File: config.mk
export PLATFORM = sky130hd
export DESIGN_NAME = snn_step_sched_flat
export DESIGN_NICKNAME = d
export VERILOG_FILES = /design/src/rtl/snn_step_sched_if.sv /design/src/rtl/snn_step_sched.sv /design/src/flat_wrapper.sv
export SDC_FILE = /design/constraint.sdc
export NUM_CORES = 1
export LEC_CHECK = 0
export CORE_AREA = 5 5 204 206
export CTS_CLUSTER_DIAMETER = 120
export DETAILED_ROUTE_END_ITERATION = 16
export DIE_AREA = 0 0 209 211
export PLACE_DENSITY = 0.71
export SYNTH_ARGS = -nofsm -noshare
export SYNTH_HDL_FRONTEND = slang
export SYNTH_SLANG_ARGS = --single-unit
export TNS_END_PERCENT = 50
File: constraint.sdc
create_clock -name clk -period 18.4 [get_ports clk]
set_input_delay 1.84 -clock clk [delete_from_list [all_inputs] [get_ports clk]]
set_output_delay 1.84 -clock clk [all_outputs]
set_load 0.005 [all_outputs]
File: src/rtl/snn_step_sched_if.sv
// Stream bundle for snn_step_sched: event input, spike-row output and weight-dump output.
// The master side is the sequencer; the slave side is the surrounding fabric.
interface snn_step_sched_if #(
  parameter int F  = 48,
  parameter int N  = 96,
  parameter int AW = $clog2(F*N)
);
  logic          ev_valid;
  logic          ev_ready;
  logic [F-1:0]  ev_data;
  logic          sp_valid;
  logic          sp_ready;
  logic [N-1:0]  sp_data;
  logic          wo_valid;
  logic          wo_ready;
  logic [AW-1:0] wo_addr;
  logic [15:0]   wo_data;

  modport master (
    input  ev_valid, ev_data, sp_ready, wo_ready,
    output ev_ready, sp_valid, sp_data, wo_valid, wo_addr, wo_data
  );

  modport slave (
    output ev_valid, ev_data, sp_ready, wo_ready,
    input  ev_ready, sp_valid, sp_data, wo_valid, wo_addr, wo_data
  );
endinterface

File: src/rtl/snn_step_sched.sv
// Timestep sequencer for snn_core: fetches one event vector per step, captures and streams
// the spike row, optionally runs a full STDP scan per step and dumps the weights at the end.
module snn_step_sched #(
  parameter int F        = 48,
  parameter int N        = 96,
  parameter int AW       = $clog2(F*N),
  parameter int CORE_LAT = 1
) (
  input  logic                clk,
  input  logic                rst,
  snn_step_sched_if.master    io,
  input  logic                start,
  input  logic [15:0]         num_steps,
  input  logic                learn_en,
  input  logic                dump_en,
  output logic [F-1:0]        core_event_vec,
  input  logic [N-1:0]        core_spikes,
  output logic                stdp_enable,
  output logic [F-1:0]        stdp_pre_bits,
  output logic [N-1:0]        stdp_post_bits,
  output logic [AW-1:0]       rb_addr,
  input  logic signed [15:0]  rb_data,
  output logic                busy,
  output logic                done,
  output logic [15:0]         step_cnt
);

  localparam logic [AW-1:0] LAST     = AW'(F*N-1);
  localparam int            LW       = (CORE_LAT > 1) ? $clog2(CORE_LAT) : 1;
  localparam logic [LW-1:0] LAT_LAST = LW'(CORE_LAT-1);

  typedef enum logic [3:0] {
    S_IDLE, S_FETCH, S_APPLY, S_EMIT, S_LEARN, S_GAP, S_DUMP_RD, S_DUMP_OUT, S_DONE
  } state_t;

  state_t        state, next;
  logic [15:0]   t_last;
  logic          learn_r;
  logic          dump_r;
  logic [LW-1:0] lat_cnt;
  logic [AW-1:0] scan_cnt;
  logic [AW-1:0] dump_addr;
  logic [N-1:0]  spike_r;
  logic [15:0]   wo_data_r;
  logic          last_step;
  state_t        step_next;

  assign last_step = (step_cnt == t_last);
  assign step_next = last_step ? (dump_r ? S_DUMP_RD : S_DONE) : S_FETCH;

  // State register
  always_ff @(posedge clk or posedge rst) begin
    if (rst) state <= S_IDLE;
    else     state <= next;
  end

  // Next-state logic
  always_comb begin
    next = state;
    case (state)
      S_IDLE: begin
        if (start) begin
          if (num_steps == 16'd0) next = dump_en ? S_DUMP_RD : S_DONE;
          else                    next = S_FETCH;
        end else begin
          next = S_IDLE;
        end
      end
      S_FETCH:    next = io.ev_valid ? S_APPLY : S_FETCH;
      S_APPLY:    next = (lat_cnt == LAT_LAST) ? S_EMIT : S_APPLY;
      S_EMIT: begin
        if (io.sp_ready) next = learn_r ? S_LEARN : step_next;
        else             next = S_EMIT;
      end
      S_LEARN:    next = (scan_cnt == LAST) ? S_GAP : S_LEARN;
      S_GAP:      next = step_next;
      S_DUMP_RD:  next = S_DUMP_OUT;
      S_DUMP_OUT: begin
        if (io.wo_ready) next = (dump_addr == LAST) ? S_DONE : S_DUMP_RD;
        else             next = S_DUMP_OUT;
      end
      S_DONE:     next = S_IDLE;
      default:    next = S_IDLE;
    endcase
  end

  assign io.ev_ready = (state == S_FETCH);
  assign io.sp_valid = (state == S_EMIT);
  assign io.sp_data  = spike_r;
  assign io.wo_valid = (state == S_DUMP_OUT);
  assign io.wo_addr  = dump_addr;
  assign io.wo_data  = wo_data_r;
  assign stdp_enable = (state == S_LEARN);
  assign busy        = (state != S_IDLE);
  assign done        = (state == S_DONE);

  // The read port is pointed at the next word while the current one is offered, so the
  // synchronous read has already landed when DUMP_RD registers it.
  assign rb_addr = (state == S_DUMP_OUT && dump_addr != LAST) ? dump_addr + AW'(1) : dump_addr;

  // Datapath registers: run configuration, event/spike capture, scan and dump counters
  always_ff @(posedge clk or posedge rst) begin
    if (rst) begin
      t_last         <= 16'd0;
      learn_r        <= 1'b0;
      dump_r         <= 1'b0;
      lat_cnt        <= '0;
      scan_cnt       <= '0;
      dump_addr      <= '0;
      spike_r        <= '0;
      wo_data_r      <= 16'd0;
      core_event_vec <= '0;
      stdp_pre_bits  <= '0;
      stdp_post_bits <= '0;
      step_cnt       <= 16'd0;
    end else begin
      case (state)
        S_IDLE: begin
          if (start) begin
            t_last    <= num_steps - 16'd1;
            learn_r   <= learn_en;
            dump_r    <= dump_en;
            step_cnt  <= 16'd0;
            dump_addr <= '0;
          end
        end
        S_FETCH: begin
          if (io.ev_valid) begin
            core_event_vec <= io.ev_data;
            lat_cnt        <= '0;
          end
        end
        S_APPLY: begin
          if (lat_cnt == LAT_LAST) spike_r <= core_spikes;
          else                     lat_cnt <= lat_cnt + LW'(1);
        end
        S_EMIT: begin
          if (io.sp_ready) begin
            stdp_pre_bits  <= core_event_vec;
            stdp_post_bits <= spike_r;
            scan_cnt       <= '0;
            if (!learn_r && !last_step) step_cnt <= step_cnt + 16'd1;
          end
        end
        S_LEARN: begin
          if (scan_cnt != LAST) scan_cnt <= scan_cnt + AW'(1);
        end
        S_GAP: begin
          if (!last_step) step_cnt <= step_cnt + 16'd1;
        end
        S_DUMP_RD: wo_data_r <= rb_data;
        S_DUMP_OUT: begin
          if (io.wo_ready && dump_addr != LAST) dump_addr <= dump_addr + AW'(1);
        end
        S_DONE: begin
          core_event_vec <= '0;
          dump_addr      <= '0;
        end
        default: ;
      endcase
    end
  end

endmodule

File: src/flat_wrapper.sv
// flat-port wrapper written by rule: the top's interface ports become plain ports
module snn_step_sched_flat 
#(
  parameter int F        = 48,
  parameter int N        = 96,
  parameter int AW       = $clog2(F*N),
  parameter int CORE_LAT = 1
)
  (clk, rst, start, num_steps, learn_en, dump_en, core_event_vec, core_spikes, stdp_enable, stdp_pre_bits, stdp_post_bits, rb_addr, rb_data, busy, done, step_cnt, io_ev_valid, io_ev_data, io_sp_ready, io_wo_ready, io_ev_ready, io_sp_valid, io_sp_data, io_wo_valid, io_wo_addr, io_wo_data);
  snn_step_sched_if #(.F(F), .N(N), .AW(AW)) io_i ();
  input  logic clk;
  input  logic rst;
  input  logic start;
  input  logic [15:0] num_steps;
  input  logic learn_en;
  input  logic dump_en;
  output logic [F-1:0] core_event_vec;
  input  logic [N-1:0] core_spikes;
  output logic stdp_enable;
  output logic [F-1:0] stdp_pre_bits;
  output logic [N-1:0] stdp_post_bits;
  output logic [AW-1:0] rb_addr;
  input  logic signed [15:0] rb_data;
  output logic busy;
  output logic done;
  output logic [15:0] step_cnt;
  input wire logic [$bits(io_i.ev_valid)-1:0] io_ev_valid;
  input wire logic [$bits(io_i.ev_data)-1:0] io_ev_data;
  input wire logic [$bits(io_i.sp_ready)-1:0] io_sp_ready;
  input wire logic [$bits(io_i.wo_ready)-1:0] io_wo_ready;
  output wire logic [$bits(io_i.ev_ready)-1:0] io_ev_ready;
  output wire logic [$bits(io_i.sp_valid)-1:0] io_sp_valid;
  output wire logic [$bits(io_i.sp_data)-1:0] io_sp_data;
  output wire logic [$bits(io_i.wo_valid)-1:0] io_wo_valid;
  output wire logic [$bits(io_i.wo_addr)-1:0] io_wo_addr;
  output wire logic [$bits(io_i.wo_data)-1:0] io_wo_data;
  assign io_i.ev_valid = io_ev_valid;
  assign io_i.ev_data = io_ev_data;
  assign io_i.sp_ready = io_sp_ready;
  assign io_i.wo_ready = io_wo_ready;
  assign io_ev_ready = io_i.ev_ready;
  assign io_sp_valid = io_i.sp_valid;
  assign io_sp_data = io_i.sp_data;
  assign io_wo_valid = io_i.wo_valid;
  assign io_wo_addr = io_i.wo_addr;
  assign io_wo_data = io_i.wo_data;
  snn_step_sched #(.F(F), .N(N), .AW(AW), .CORE_LAT(CORE_LAT)) u_core (.clk(clk), .rst(rst), .io(io_i), .start(start), .num_steps(num_steps), .learn_en(learn_en), .dump_en(dump_en), .core_event_vec(core_event_vec), .core_spikes(core_spikes), .stdp_enable(stdp_enable), .stdp_pre_bits(stdp_pre_bits), .stdp_post_bits(stdp_post_bits), .rb_addr(rb_addr), .rb_data(rb_data), .busy(busy), .done(done), .step_cnt(step_cnt));
endmodule
### Word level (Yosys, flattened, before mapping)

Cells that the tools add are included.

* register bits: 369
* latch bits: 0
* memory bits (writable): 0
* memory bits (read-only): 0
* input bits: 184
* output and inout port bits: 352
* logic and storage cells: 90
* memories kept: 0

* add/sub/neg operators: 5
* multipliers: 0
* div/mod/pow operators: 0
* $lt $le $gt $ge: 0
* eq/ne operators: 20
* shift operators: 0
* muxes and demuxes: 30
* bitwise operators: 1
* reduce and logical (&&, ||, !) cells: 21

Operators by type and width (count)
* one-hot mux 48 bit (2 select lines): 1
* two-way mux 13 bit: 5
* two-way mux 16 bit: 4
* two-way mux 48 bit: 1
* one-hot mux 16 bit (3 select lines): 1
* one-hot mux 13 bit (3 select lines): 1
* two-way mux 4 bit: 9
* one-hot mux 4 bit (8 select lines): 1
* adder 13 x 1 -> 13 bit, second input constant: 2
* equality test 13 bit, second input constant: 2
* inequality test 13 bit, second input constant: 2
* one-hot mux 13 bit (2 select lines): 1
* adder 16 x 1 -> 16 bit, second input constant: 1
* equality test 16 bit: 1
* equality test 4 x 3 -> 1 bit, second input constant: 4
* zero test 16 bit: 1
* subtractor 16 x 1 -> 16 bit, second input constant: 1
* AND reduction 2 bit: 5
* equality test 4 x 2 -> 1 bit, second input constant: 2
* inequality test 2 bit, second input constant: 4
* inequality test 2 x 1 -> 1 bit, second input constant: 3
* AND reduction 3 bit: 2
* nonzero test 2 bit: 3
* nonzero test 3 bit: 2
* other kinds (12): 18

### Logic depth before layout (Yosys ltp)

* depth in word-level cells: 6
* depth in mapped cells: 11
* mapped depth without buffers: 8

### Worst setup path after synthesis

OpenSTA, ideal clock, no wires.

* path type: flip-flop to output port
* start: register u_core.dump_addr[0], in the netlist u_core.io.wo_addr[0]
* end: output port rb_addr[12]
* arrival: 1943 ps
* data required time: 16560 ps
* slack: 14617 ps
* cell stages (with the launch flop): 9
* cell sequence: dfrtp_1 -> ha_1 -> and3_1 -> clkbuf_1 -> nand2_1 -> nor4_1 -> nand3_1 -> nor2_1 -> xnor2_1

* longest elaborated chain between the ends: 3
* elaborated cells between the ends (all ways): 4

Ends and longest elaborated chain
* from (decl): line snn_step_sched.sv:42 `logic [AW-1:0] dump_addr;`
* from (signal assigned): line snn_step_sched.sv:153 `if (io.wo_ready && dump_addr != LAST) dump_addr <= dump_addr + AW'(1);`
* parallel branches: the longest is 2 deep, another holds adder 13 x 1 -> 13 bit
* two-way mux 13 bit (*): line snn_step_sched.sv:99 `assign rb_addr = (state == S_DUMP_OUT && dump_addr != LAST) ? dump_addr + AW'(1) : dump_addr;`
* to (decl): line flat_wrapper.sv:22 `output logic [AW-1:0] rb_addr;`

Every way passes the cells marked *.

### Worst setup path in the final report

Same ends and word-level chain as after synthesis.

==> impl_metrics.ini <==
[status]
status = finished, final reports clean

[synthesis]
syn_area_per_cell_sq_um = 10.6
syn_nets = 1618
synth_seq_cells = 368
yosysMostFrequentCell = nand2_1
synth_top_cells_by_area = dfrtp_1, nand2_1, mux2_2, a22o_1, xnor2_1
yosysTopAreaCellShare = 0.611
synth.cell_area_sq_um = 15100
ys.flop_type = dfrtp_1
synth_cell_types = 50
yosysTopAreaCell = dfrtp_1
synth-seq-area-share = 0.611
synth_common_cells = nand2_1, dfrtp_1, mux2_2, clkbuf_1, a22o_1
synthCells = 1429
async_flop_share = 1.00
yosysWarnings = 0
synth_edf_count = 0

[pwr]
clkPwrFrac = 0.232
switchingPower_mw = 1.22
power_leakage_nw = 10.0
swShare = 0.322
sequentialPowerShare = 0.379
internal_power_mw = 2.57
power_density_nw_per_um2 = 169
irDropWorstVdd_mv = 0.129
finalPower_mw = 3.79
pwr-share-comb = 0.389

[detailed_routing]
drtAntennaViolNets = 0
vias_per_cell = 4.96
drc = 0
dr.pass1.iters = 5
wirelength_um = 48500
drt_iter0_drc = 783
vias = 12400
wl_per_cell_um = 19.4

[die]
fp.dieW_um = 209
coreArea_sq_um = 39500
dieArea_sq_um = 44100
pin_count = 536
rows = 73
initial_core_util = 0.382
die_h_um = 211

[clock_tree]
numCtsBuffers = 42
cts.path.max_buffers = 3
tritoncts = built
cts_resized = 0
clk_pin_slew_ns = 0.06
cts_htree_levels = 2
hold_buffers = 0
root_buffer = clkbuf_16
clock_latency_ns = 0.57
cts_sinks = 368
cts_setup_buffers = 0

[global_route]
grt_max_degree = 180
grt_usage = 0.210
grt_overflow = 0
grt_pass1_vias = 12600
grt_first_pass_wirelength_um = 73600
antenna_found_initial = 1

[job]
cap_violations = 0

[placed_design]
dpl.hpwl_um = 34600
io_buffer_count = 535
gp_congestion = 0.895

[timing]
fmax_mhz = 198
worst_pin_slew_ns = 1.15
max_slew_margin = 0.230
period_needed_ns = 5.06
rsz0062_at_grt = no
setup_viol = 0
slew_violations = 0
skew_ns = 0.0271
hold_viol = 0
setup-tns-final_ns = 0
fin_crit_sh = 0.275

[worst_hold_path]
hp-class = reg -> reg

[critical_path]
setup.worst_path.end_class = output pin
critPathKind = reg -> out
cp.arrival_ns = 3.22
worstPathMaxFanout = 7
required_ns = 16.56
critPathLaunchType = flip-flop

[cells_and_area]
nets = 2132
drive_above_1_share = 0.104
area_growth_syn_to_layout_pct = 48.4
fillers = 3385
-- cells in the final DEF (no fill, tap or decap), types with 20 or more instances in the layout --
cell type | netlist | routed
o21ai_0 | 47 | 47
nor3_1 | 21 | 20
nand3_1 | 23 | 23
nor2_1 | 48 | 47
dfrtp_1 | 368 | 368
nand2_1 | 502 | 501
xnor2_1 | 39 | 39
mux2_2 | 112 | 112
a22o_1 | 49 | 49
clkbuf_16 | 0 | 42
clkdlybuf4s50_1 | 0 | 535
-- metrics by stage --
| step | area, sq um | hold slack, ns | cells | utilization | setup slack, ns |
|---|---|---|---|---|---|
| after floorplan | 15100 | 0.459 | 1429 | - | 6.34 |
| after global placement | 20900 | 0.457 | 2424 | 0.530 | 13.77 |
| after detailed placement | 20900 | 0.461 | 2424 | 0.530 | 13.81 |
| after CTS | 22400 | 0.476 | 2500 | 0.567 | 13.33 |
| after global routing | 22400 | 0.486 | 2501 | 0.567 | 13.07 |
| final | 22400 | 0.471 | 2501 | 0.567 | 13.34 |
-- flip-flops by register name (all words and copies together) (netlist names) --
name	count
u_core.io.sp_data	96
u_core.stdp_post_bits	96
u_core.core_event_vec	48
u_core.stdp_pre_bits	48
u_core.io.wo_data	16
u_core.step_cnt	16
u_core.t_last	16
u_core.io.wo_addr	13
u_core.scan_cnt	13
u_core.state	4
u_core.dump_r	1
u_core.learn_r	1
-- layout make-up --
class / instances / area [sq um] / share of cell area
antenna: 1 / 2.50 / 0.000112
clock buffer: 56 / 1180 / 0.0529
clock inverter: 20 / 282 / 0.0126
inverter: 16 / 67.6 / 0.00302
multi-input combinational: 971 / 5540 / 0.248
sequential: 368 / 9210 / 0.412
tap: 525 / 657 / 0.0294
timing repair buffer: 544 / 5440 / 0.243
-- routing by layer --
metal  routed length [um]  vias up  share of wire  GRT usage
li1                     -     5791              -          -
met1                18700     6085           0.39      0.255
met2                24200      455           0.50      0.356
met3                 4200       81          0.087     0.0695
met4                 1370        0          0.028     0.0691
met5                    0        -              0          0
-- worst paths after layout --
check                                         start                         to  slack (ns)  depth (start not counted)
hold reg to reg            u_core.stdp_pre_bits[32]   u_core.stdp_pre_bits[32]        0.47                          2
hold / removal             u_core.stdp_pre_bits[32]   u_core.stdp_pre_bits[32]        0.47                          2
min in group asynchronous                       rst  u_core.core_event_vec[36]        1.81                          2
max in group asynchronous                       rst  u_core.stdp_post_bits[74]       14.97                          3
setup reg to reg                    u_core.state[2]            u_core.state[2]       15.12                          7
setup / recovery               u_core.io.wo_addr[0]                rb_addr[12]       13.34                          8
-- power groups by stage --
stage	Sequential, mW	Clock, mW	Combinational, mW
5_1_grt	1.48	0.931	1.59
4_1_cts	1.44	0.900	1.50
2_1_floorplan	1.41	0	0.575
3_5_place_dp	1.44	0	1.49
3_3_place_gp	1.43	0	1.47
6_report	1.44	0.877	1.47
-- logic make-up (layout without fill, tap and decap cells) --
logic type	count (synthesis)	in the layout	share of synthesized area
AND/OR/NAND/NOR	666	666	0.184
flip-flops	368	368	0.611
AO/OA/AOI/OAI	141	141	0.0667
multiplexers	112	112	0.0836
buffers and inverters	90	636	0.0236
XOR/XNOR	47	47	0.0273
adder cells (fa/ha/maj)	5	5	0.00415
other	0	1	0
-- critical path: stages, from the launching register on --
cell and delay [ns]:
dfrtp_1 0.44, ha_1 0.26, and3_1 0.30, nand2_1 0.11, nor4_1 0.54, nand3_1 0.21, nor2_1 0.15, xnor2_1 0.13
clkdlybuf4s50_1 0.52
No activity file was read; power rests on OpenSTA's default activity.
